File: src/rtl/cpu_sequencer_pkg.sv
`default_nettype none
// ============================================================================
//  Module   : cpu_sequencer_pkg
//  Purpose  : Shared types and constants for the accumulator CPU sequencer:
//             opcodes, one-hot instruction phases, the datapath strobe bundle.
//  Revision : 1.0 - initial release
// ============================================================================
package cpu_sequencer_pkg;

  // 3-bit opcode field of the instruction register; every encoding is legal.
  typedef enum logic [2:0] {
    HLT = 3'd0,
    SKZ = 3'd1,
    ADD = 3'd2,
    AND = 3'd3,
    XOR = 3'd4,
    LDA = 3'd5,
    STO = 3'd6,
    JMP = 3'd7
  } opcodes_t;

  // One-hot phase encoding; any other pattern is treated as corrupt.
  typedef enum logic [7:0] {
    INST_ADDR  = 8'h01,
    INST_FETCH = 8'h02,
    INST_LOAD  = 8'h04,
    IDLE       = 8'h08,
    OP_ADDR    = 8'h10,
    OP_FETCH   = 8'h20,
    ALU_OP     = 8'h40,
    STORE      = 8'h80
  } state_t;

  // Datapath strobes, sel in the MSB.
  typedef struct packed {
    logic sel;
    logic rd;
    logic ld_ir;
    logic inc_pc;
    logic ld_pc;
    logic ld_ac;
    logic wr;
    logic data_e;
  } ctrl_t;

  localparam int INSTR_CYCLES = 8;

  localparam ctrl_t CTRL_IDLE = '{sel: 1'b1, rd: 1'b0, ld_ir: 1'b0, inc_pc: 1'b0,
                                  ld_pc: 1'b0, ld_ac: 1'b0, wr: 1'b0, data_e: 1'b0};

  // Opcodes that read memory and load the accumulator from the ALU.
  function automatic logic is_aluop(input opcodes_t op);
    return (op == ADD) || (op == AND) || (op == XOR) || (op == LDA);
  endfunction

endpackage
`default_nettype wire

File: src/rtl/cpu_sequencer_ctrl_decode.sv
`default_nettype none
// ============================================================================
//  Module   : ctrl_decode
//  Purpose  : Purely combinational decode of (phase, opcode, zero, halted)
//             into the datapath strobe bundle.
//  Revision : 1.0 - initial release
// ============================================================================
module ctrl_decode
  import cpu_sequencer_pkg::*;
(
  input  state_t   phase,
  input  opcodes_t opcode,
  input  logic     zero,
  input  logic     halted,
  output ctrl_t    ctrl
);

  logic w_alu;
  assign w_alu = is_aluop(opcode);

  // Strobe decode; a halted machine drives nothing.
  always_comb begin
    ctrl = '0;
    if (!halted) begin
      case (phase)
        INST_ADDR: begin
          ctrl.sel = 1'b1;
        end
        INST_FETCH: begin
          ctrl.sel = 1'b1;
          ctrl.rd  = 1'b1;
        end
        INST_LOAD, IDLE: begin
          ctrl.sel   = 1'b1;
          ctrl.rd    = 1'b1;
          ctrl.ld_ir = 1'b1;
        end
        OP_ADDR: begin
          ctrl.inc_pc = (opcode != HLT);
        end
        OP_FETCH: begin
          ctrl.rd     = w_alu;
          ctrl.inc_pc = (opcode == SKZ) && zero;
        end
        ALU_OP: begin
          ctrl.rd     = w_alu;
          ctrl.ld_ac  = w_alu;
          ctrl.ld_pc  = (opcode == JMP);
          ctrl.data_e = (opcode == STO);
        end
        STORE: begin
          ctrl.rd     = w_alu;
          ctrl.ld_ac  = w_alu;
          ctrl.ld_pc  = (opcode == JMP);
          ctrl.inc_pc = (opcode == JMP);
          ctrl.wr     = (opcode == STO);
          ctrl.data_e = (opcode == STO);
        end
        default: begin
          ctrl = '0;
        end
      endcase
    end
  end

endmodule
`default_nettype wire

File: src/rtl/cpu_sequencer.sv
`default_nettype none
// ============================================================================
//  Module   : cpu_sequencer
//  Purpose  : Eight-phase control FSM of the accumulator CPU. Holds the phase
//             register, the sticky halt flag and the retired-instruction
//             counter; strobes come from ctrl_decode.
//  Revision : 1.0 - initial release
// ============================================================================
module cpu_sequencer
  import cpu_sequencer_pkg::*;
#(
  parameter int CNT_W = 16
) (
  input  logic             clk,
  input  logic             rst,
  input  opcodes_t         opcode,
  input  logic             zero,
  output state_t           phase,
  output logic             sel,
  output logic             rd,
  output logic             ld_ir,
  output logic             inc_pc,
  output logic             ld_pc,
  output logic             ld_ac,
  output logic             wr,
  output logic             data_e,
  output logic             halt,
  output logic [CNT_W-1:0] instr_cnt
);

  state_t           r_phase;
  state_t           w_phase_next;
  logic             r_halted;
  logic             w_halted_next;
  logic [CNT_W-1:0] r_cnt;
  ctrl_t            w_ctrl;

  // State register, halt flag and retired-instruction counter.
  always_ff @(posedge clk) begin
    if (rst) begin
      r_phase  <= INST_ADDR;
      r_halted <= 1'b0;
      r_cnt    <= '0;
    end else begin
      r_phase  <= w_phase_next;
      r_halted <= w_halted_next;
      if (r_phase == STORE && !r_halted) begin
        r_cnt <= r_cnt + CNT_W'(1);
      end
    end
  end

  // Next phase: fixed ring, except HLT parks the machine in OP_ADDR.
  always_comb begin
    w_phase_next  = INST_ADDR;
    w_halted_next = r_halted;
    if (r_halted) begin
      w_phase_next = r_phase;
    end else begin
      case (r_phase)
        INST_ADDR:  w_phase_next = INST_FETCH;
        INST_FETCH: w_phase_next = INST_LOAD;
        INST_LOAD:  w_phase_next = IDLE;
        IDLE:       w_phase_next = OP_ADDR;
        OP_ADDR: begin
          if (opcode == HLT) begin
            w_phase_next  = OP_ADDR;
            w_halted_next = 1'b1;
          end else begin
            w_phase_next = OP_FETCH;
          end
        end
        OP_FETCH:   w_phase_next = ALU_OP;
        ALU_OP:     w_phase_next = STORE;
        STORE:      w_phase_next = INST_ADDR;
        default:    w_phase_next = INST_ADDR;
      endcase
    end
  end

  ctrl_decode u_ctrl_decode (
    .phase  (r_phase),
    .opcode (opcode),
    .zero   (zero),
    .halted (r_halted),
    .ctrl   (w_ctrl)
  );

  assign {sel, rd, ld_ir, inc_pc, ld_pc, ld_ac, wr, data_e} = w_ctrl;
  assign phase     = r_phase;
  assign halt      = r_halted;
  assign instr_cnt = r_cnt;

endmodule
`default_nettype wire

File: config.mk
export PLATFORM = sky130hd
export DESIGN_NAME = cpu_sequencer
export DESIGN_NICKNAME = d
export VERILOG_FILES = /design/src/rtl/cpu_sequencer_pkg.sv /design/src/rtl/cpu_sequencer_ctrl_decode.sv /design/src/rtl/cpu_sequencer.sv
export SDC_FILE = /design/constraint.sdc
export NUM_CORES = 1
export LEC_CHECK = 0
export ABC_AREA = 1
export CORE_AREA = 2 2 59 61
export DETAILED_ROUTE_END_ITERATION = 16
export DIE_AREA = 0 0 61 63
export PLACE_DENSITY = 0.85
export SYNTH_ARGS = -nofsm -noshare
export SYNTH_HDL_FRONTEND = slang
export SYNTH_SLANG_ARGS = --single-unit
File: constraint.sdc
create_clock -name clk -period 2.4 [get_ports clk]
set_input_delay 0.24 -clock clk [delete_from_list [all_inputs] [get_ports clk]]
set_output_delay 0.24 -clock clk [all_outputs]
set_load 0.01 [all_outputs]
Word-level counts from Yosys, hierarchy flattened --
Index checks and enable logic that the tools add are counted.
Word-level totals: flip-flop bits (word level) 25, input port bits 6, output and inout port bits 33, logic and storage cells 45
Operators by class: add/subtract/negate cells 1, equal/unequal tests 15, mux-type cells 13, reductions and logical operators 13
Operators with widths (count):
- case mux 8 bit (7 select lines) | 1
- adder 16 x 1 -> 16 bit, second input constant | 1
- equality test 3 bit, second input constant | 4
- equality test 8 x 1 -> 1 bit, second input constant | 1
- equality test 8 x 2 -> 1 bit, second input constant | 1
- equality test 8 x 3 -> 1 bit, second input constant | 1
- equality test 8 x 4 -> 1 bit, second input constant | 1
- equality test 8 x 5 -> 1 bit, second input constant | 1
- equality test 8 x 6 -> 1 bit, second input constant | 1
- equality test 8 x 7 -> 1 bit, second input constant | 1
- equality test 8 bit, second input constant | 1
- 2-to-1 mux 8 bit | 1
- 2-to-1 mux 1 bit | 7
- equality test 3 x 2 -> 1 bit, second input constant | 2
- 2-to-1 mux 6 bit | 1
- OR reduction 3 bit | 2
- OR reduction 2 bit | 2
- OR reduction 4 bit | 1
- equality test 3 x 1 -> 1 bit, second input constant | 1
- logical NOT 3 bit | 1
- logical OR 1 bit | 3
- case mux 1 bit (3 select lines) | 1
- nonzero test 3 bit | 1
- logical AND 1 bit | 2
- other kinds (3) | 3

Logic depth before layout (Yosys ltp) --
word-level depth 6, gate-level depth with buffers 9, depth with buffers taken out 9

Modules after synthesis --
A second synthesis with hierarchy kept.
Second synthesis, totals: cells, all modules 259, area total of the unflattened synthesis 1639.1 um^2
By module, submodules not included:
- cpu_sequencer | times used 1, cells an instance 200, area an instance 1327.5 um^2, sequential area each 500.5 um^2
- ctrl_decode | times used 1, cells an instance 59, area an instance 311.5 um^2, sequential area each 0.0 um^2

Worst setup path before layout --
OpenSTA, ideal clock, no wires.
kind register to output, from register r_phase[2], in the netlist phase[2], to output data_e, data arrival time 1.193 ns, required time 2.160 ns, setup slack 0.967 ns, cell stages (with the launch flop) 7, path buffers 0, cell sequence dfxtp_1 > nor2_4 > nand2_4 > inv_2 > nand4_4 > or2_4 > a21oi_2
Between the ends: cells in the longest elaborated chain, start to end 4, elaborated cells between the ends (all ways) 5, those cells by class eq/ne (2); mux (2); reduce/logical (1)
Ends and longest elaborated chain:
- start, declared | line cpu_sequencer.sv:31 | state_t r_phase;
- start signal, assigned | line cpu_sequencer.sv:45 | r_phase <= w_phase_next;
- equality test 8 bit / equality test 8 x 7 -> 1 bit (equally long branches) | line cpu_sequencer_ctrl_decode.sv:25 | case (phase)
- OR reduction 2 bit (no source line) *
- 2-to-1 mux 1 bit *
- 2-to-1 mux 8 bit * | line cpu_sequencer_ctrl_decode.sv:24 | if (!halted) begin
- end, declared | line cpu_sequencer.sv:26 | output logic data_e,
Every way passes the cells marked *; elsewhere a longest branch is shown, timed or not.

Worst setup path in the final report --
from register r_phase[1], in the netlist phase[1], to output ld_pc
Between the ends: cells in the longest elaborated chain, start to end 4, elaborated cells between the ends (all ways) 5, those cells by class eq/ne (2); mux (2); reduce/logical (1)
Ends and longest elaborated chain:
- equality test 8 bit / equality test 8 x 7 -> 1 bit (equally long branches) | line cpu_sequencer_ctrl_decode.sv:25
- OR reduction 2 bit (no source line) *
- 2-to-1 mux 2 bit *
- 2-to-1 mux 8 bit * | line cpu_sequencer_ctrl_decode.sv:24
- end, declared | line cpu_sequencer.sv:23 | output logic ld_pc,
Marks and branches as above.

==> impl_results.md <==
* Min Hold Slack at 515 ps
* Starting DRC count in detailed routing at 84
* Part of the power in the clock network at 0.261
* Antenna diodes at 0
* Post-route DRC violation count at 0
* Sum of net half-perimeters after detailed placement at 2830 um
* Effective utilization at floorplan at 0.511
* Fraction of final layout cells with drive strength greater than 1 at 0.169
* Placeable core area at 0.00323 mm^2
* Total number of nets in the final design at 292
* Combinational family with the most area after synthesis: simple AND/OR/NAND/NOR gates
* Yosys Warn Count at 0
* Data required time at the worst endpoint at 2160 ps
* Clock sink count at 25
* Unique masters post-synth at 31
* Setup skew after layout at 9.05 ps
* Placed Instances at 326
* Chip width at 61 um
* Remaining antenna violation count after routing at 0
* Reg power frac at 0.585
* Slew margin rel. at 0.630
* Synthesized Nets at 254
* Pre-antenna DRT Iters at 5
* Number of buffers added by the clock tree synthesis step at 3
* Area growth from synthesis to layout at 27.2%
* Compound-cell area share of the yosys netlist at 0.141
* Leakage at 0.783 nW
* Power per cell area at 353 mW/mm^2
* Mean routed wirelength per cell at 11.5 um
* Initial antenna violation count at 0
* Number of vias after detailed routing at 1690
* Ordered cell list for the critical path: nor2_4 -> nand2_4 -> inv_2 -> nand4_4 -> or2_4 -> a21oi_2 -> clkdlybuf4s50_1
* Vias per std cell at 5.12
* Pin count of the biggest net entering global routing at 22
* I/O pin total at 39
* Switching portion of total power at 0.271
* Sequential area share after synthesis at 0.303
* Fin. max-slew vios at 0
* Root Driver: sky130_fd_sc_hd__clkbuf_4
* Cell at the slowest stage of the critical path: sky130_fd_sc_hd__clkdlybuf4s50_1
* GRT Residual Overflow at 0
* Type of origin of the critical path: flip-flop
* Overall routed net length at 3800 um
* Smallest setup slack after layout at 111 ps
* Number of port buffers at 38
* Standard-cell row count at 21
* Classification of the worst setup path: flip-flop to primary output
* Worst-Skew Late Latency at 320 ps
* Post-CTS setup repair buffer count at 0
* Number of synthesized register bits at 25
* Final weighted congestion in routability-driven placement at 0.863
* Final Non-Filler Cells at 330
* Largest stage delay on the critical path at 540 ps
* Post-Synthesis Cell Area at 0.00165 mm^2
* DIE AREA at 0.00384 mm^2
* Die Span Y at 63 um
* Number of hold violations in the final report at 0
* Maximum fanout count along the critical path at 5
* Class of the tightest hold or removal check: flip-flop to flip-flop
* Buffer levels on the longest clock path at 2
* FMAX at 437 MHz
* CTS clk-pin slew, worst paths at 130 ps
* First-pass GRT wire length at 6300 um
* Xor and xnor area share after synthesis at 0.0371
* Transition time at the pin with the least slew margin at 553 ps
* Fraction of the mapped netlist area in simple logic gates at 0.417
* Layout Utilization at 0.650
* Worst slack after detailed placement at 397 ps
* Number of hold buffers added after CTS at 0
* Share of the clock period used by the worst path after layout at 0.954
* Setup-violating endpoint count in the final report at 0
* Int Power at 0.540 mW
* Type of element capturing the critical path: primary output
* Final critical path time including I/O delays and setup at 2290 ps
* Cell count after synthesis at 247
* Proportion of synthesized area in mux cells at 0
* Combinational Power Share at 0.154
* Outcome: finished clean
* Total power after layout at 0.741 mW
* Combined global-route utilization of all metal layers at 0.209
* Net switching power at 0.201 mW
* Worst endpoint data arrival time at 2050 ps
* Area share of fa/ha/maj cells after synthesis at 0.00758
* Via count of the first global-routing pass at 1449
* Max-Cap Viols at 0
* CTS tree: built
* H-tree level count at 1
* Mean post-synth cell area at 6.69 um^2
* Worst VDD drop at 0.000251 V
==> layer usage <==
metal	track usage	part of all wire	routed length [um]	vias up
met1	0.302	0.48	1820	758
met4	0.0924	0.025	94	0
met3	0.0186	0.041	156	13
met5	0	0	0	-
met2	0.309	0.46	1730	49
li1	-	-	-	870
==> metrics by stage <==
| step | area [um^2] | setup TNS, ps |
|---|---|---|
| final | 2100 | 0 |
| after global routing | 2100 | -22.0 |
| after CTS | 2070 | 0 |
| after detailed placement | 2050 | 0 |
| after global placement | 2050 | 0 |
| after floorplan | 1650 | 0 |
==> Yosys cell counts <==
library cell | count | share of area
sky130_fd_sc_hd__a211oi_1 | 1 | 0.0045
sky130_fd_sc_hd__a21oi_1 | 14 | 0.042
sky130_fd_sc_hd__a21oi_2 | 12 | 0.064
sky130_fd_sc_hd__buf_12 | 1 | 0.012
sky130_fd_sc_hd__buf_2 | 2 | 0.0061
sky130_fd_sc_hd__buf_4 | 1 | 0.0045
sky130_fd_sc_hd__buf_6 | 1 | 0.0068
sky130_fd_sc_hd__clkbuf_1 | 2 | 0.0045
sky130_fd_sc_hd__clkinv_4 | 1 | 0.0053
sky130_fd_sc_hd__dfxtp_1 | 25 | 0.30
sky130_fd_sc_hd__ha_1 | 1 | 0.0076
sky130_fd_sc_hd__inv_1 | 23 | 0.052
sky130_fd_sc_hd__inv_2 | 1 | 0.0023
sky130_fd_sc_hd__nand2_1 | 71 | 0.16
sky130_fd_sc_hd__nand2_2 | 5 | 0.019
sky130_fd_sc_hd__nand2_4 | 2 | 0.014
sky130_fd_sc_hd__nand3_1 | 15 | 0.045
sky130_fd_sc_hd__nand3_2 | 1 | 0.0061
sky130_fd_sc_hd__nand3b_1 | 1 | 0.0045
sky130_fd_sc_hd__nand4_1 | 7 | 0.027
sky130_fd_sc_hd__nand4_4 | 1 | 0.013
sky130_fd_sc_hd__nor2_1 | 30 | 0.068
sky130_fd_sc_hd__nor2_2 | 4 | 0.015
sky130_fd_sc_hd__nor2_4 | 4 | 0.027
sky130_fd_sc_hd__nor3_1 | 2 | 0.0061
sky130_fd_sc_hd__nor3_2 | 1 | 0.0061
sky130_fd_sc_hd__o21ai_0 | 9 | 0.027
sky130_fd_sc_hd__o21ai_1 | 1 | 0.0030
sky130_fd_sc_hd__or2_4 | 1 | 0.0053
sky130_fd_sc_hd__xnor2_1 | 3 | 0.016
sky130_fd_sc_hd__xor2_1 | 4 | 0.021
==> cell usage in the layout, fill, tap and decap left out, types with 6 or more instances in the layout <==
cell type                         count
sky130_fd_sc_hd__nand2_2              6
sky130_fd_sc_hd__clkdlybuf4s50_1     36
sky130_fd_sc_hd__a21oi_1             14
sky130_fd_sc_hd__nor2_1              30
sky130_fd_sc_hd__o21ai_0              9
sky130_fd_sc_hd__dfxtp_1             18
sky130_fd_sc_hd__nand3_1             15
sky130_fd_sc_hd__inv_1               22
sky130_fd_sc_hd__dfxtp_2              7
sky130_fd_sc_hd__nand2_1             70
sky130_fd_sc_hd__nand4_1              7
sky130_fd_sc_hd__a21oi_2             12
==> critical path, delay by kind of cell (launching register included) <==
family	cells	cell delay, ps
buf+inv	2	640
simple gates	4	590
compound gates	1	110
flops	1	390
==> cell families after synthesis <==
logic type	after synthesis
AND/OR/NAND/NOR	145
AO/OA/AOI/OAI	37
buffers and inverters	32
flip-flops	25
XOR/XNOR	7
adder cells (fa/ha/maj)	1
==> cell type report <==
class                      instances  area [um^2]
sequential                        25          509
multi-input combinational        190         1010
fill                             292         1130
clock buffer                       4         26.3
timing repair buffer              40          400
inverter                          25         98.8
tap                               46         57.6
==> state kept, by name (all words and copies together), names as in the netlist <==
register / count
halt: 1
instr_cnt: 16
phase: 8
==> final timing paths <==
check	startpoint	end	slack, ps	cells after the start
worst max-delay path	phase[1]$_SDFFE_PP0N_	ld_pc	110	7
worst min-delay path	instr_cnt[15]$_SDFFE_PP0P_	instr_cnt[15]$_SDFFE_PP0P_	510	2
worst max register to register	instr_cnt[0]$_SDFFE_PP0P_	instr_cnt[8]$_SDFFE_PP0P_	880	7
worst min register to register	instr_cnt[15]$_SDFFE_PP0P_	instr_cnt[15]$_SDFFE_PP0P_	510	2
==> power groups by stage <==
| stage | clock network (mW) | logic (mW) | registers [mW] |
|---|---|---|---|
| 6_report | 0.193 | 0.114 | 0.434 |
| 5_1_grt | 0.217 | 0.125 | 0.436 |
| 4_1_cts | 0.202 | 0.115 | 0.433 |
| 3_5_place_dp | 0 | 0.114 | 0.442 |
| 3_3_place_gp | 0 | 0.113 | 0.442 |
| 2_1_floorplan | 0 | 0.0614 | 0.444 |
==> repair_timing <==
item	in CTS	in global routing
setup endpoints to repair	0	5
resized for setup	0	13
endpoints found under the hold margin	0	0
Note: power is estimated with default switching activity, not from simulation.
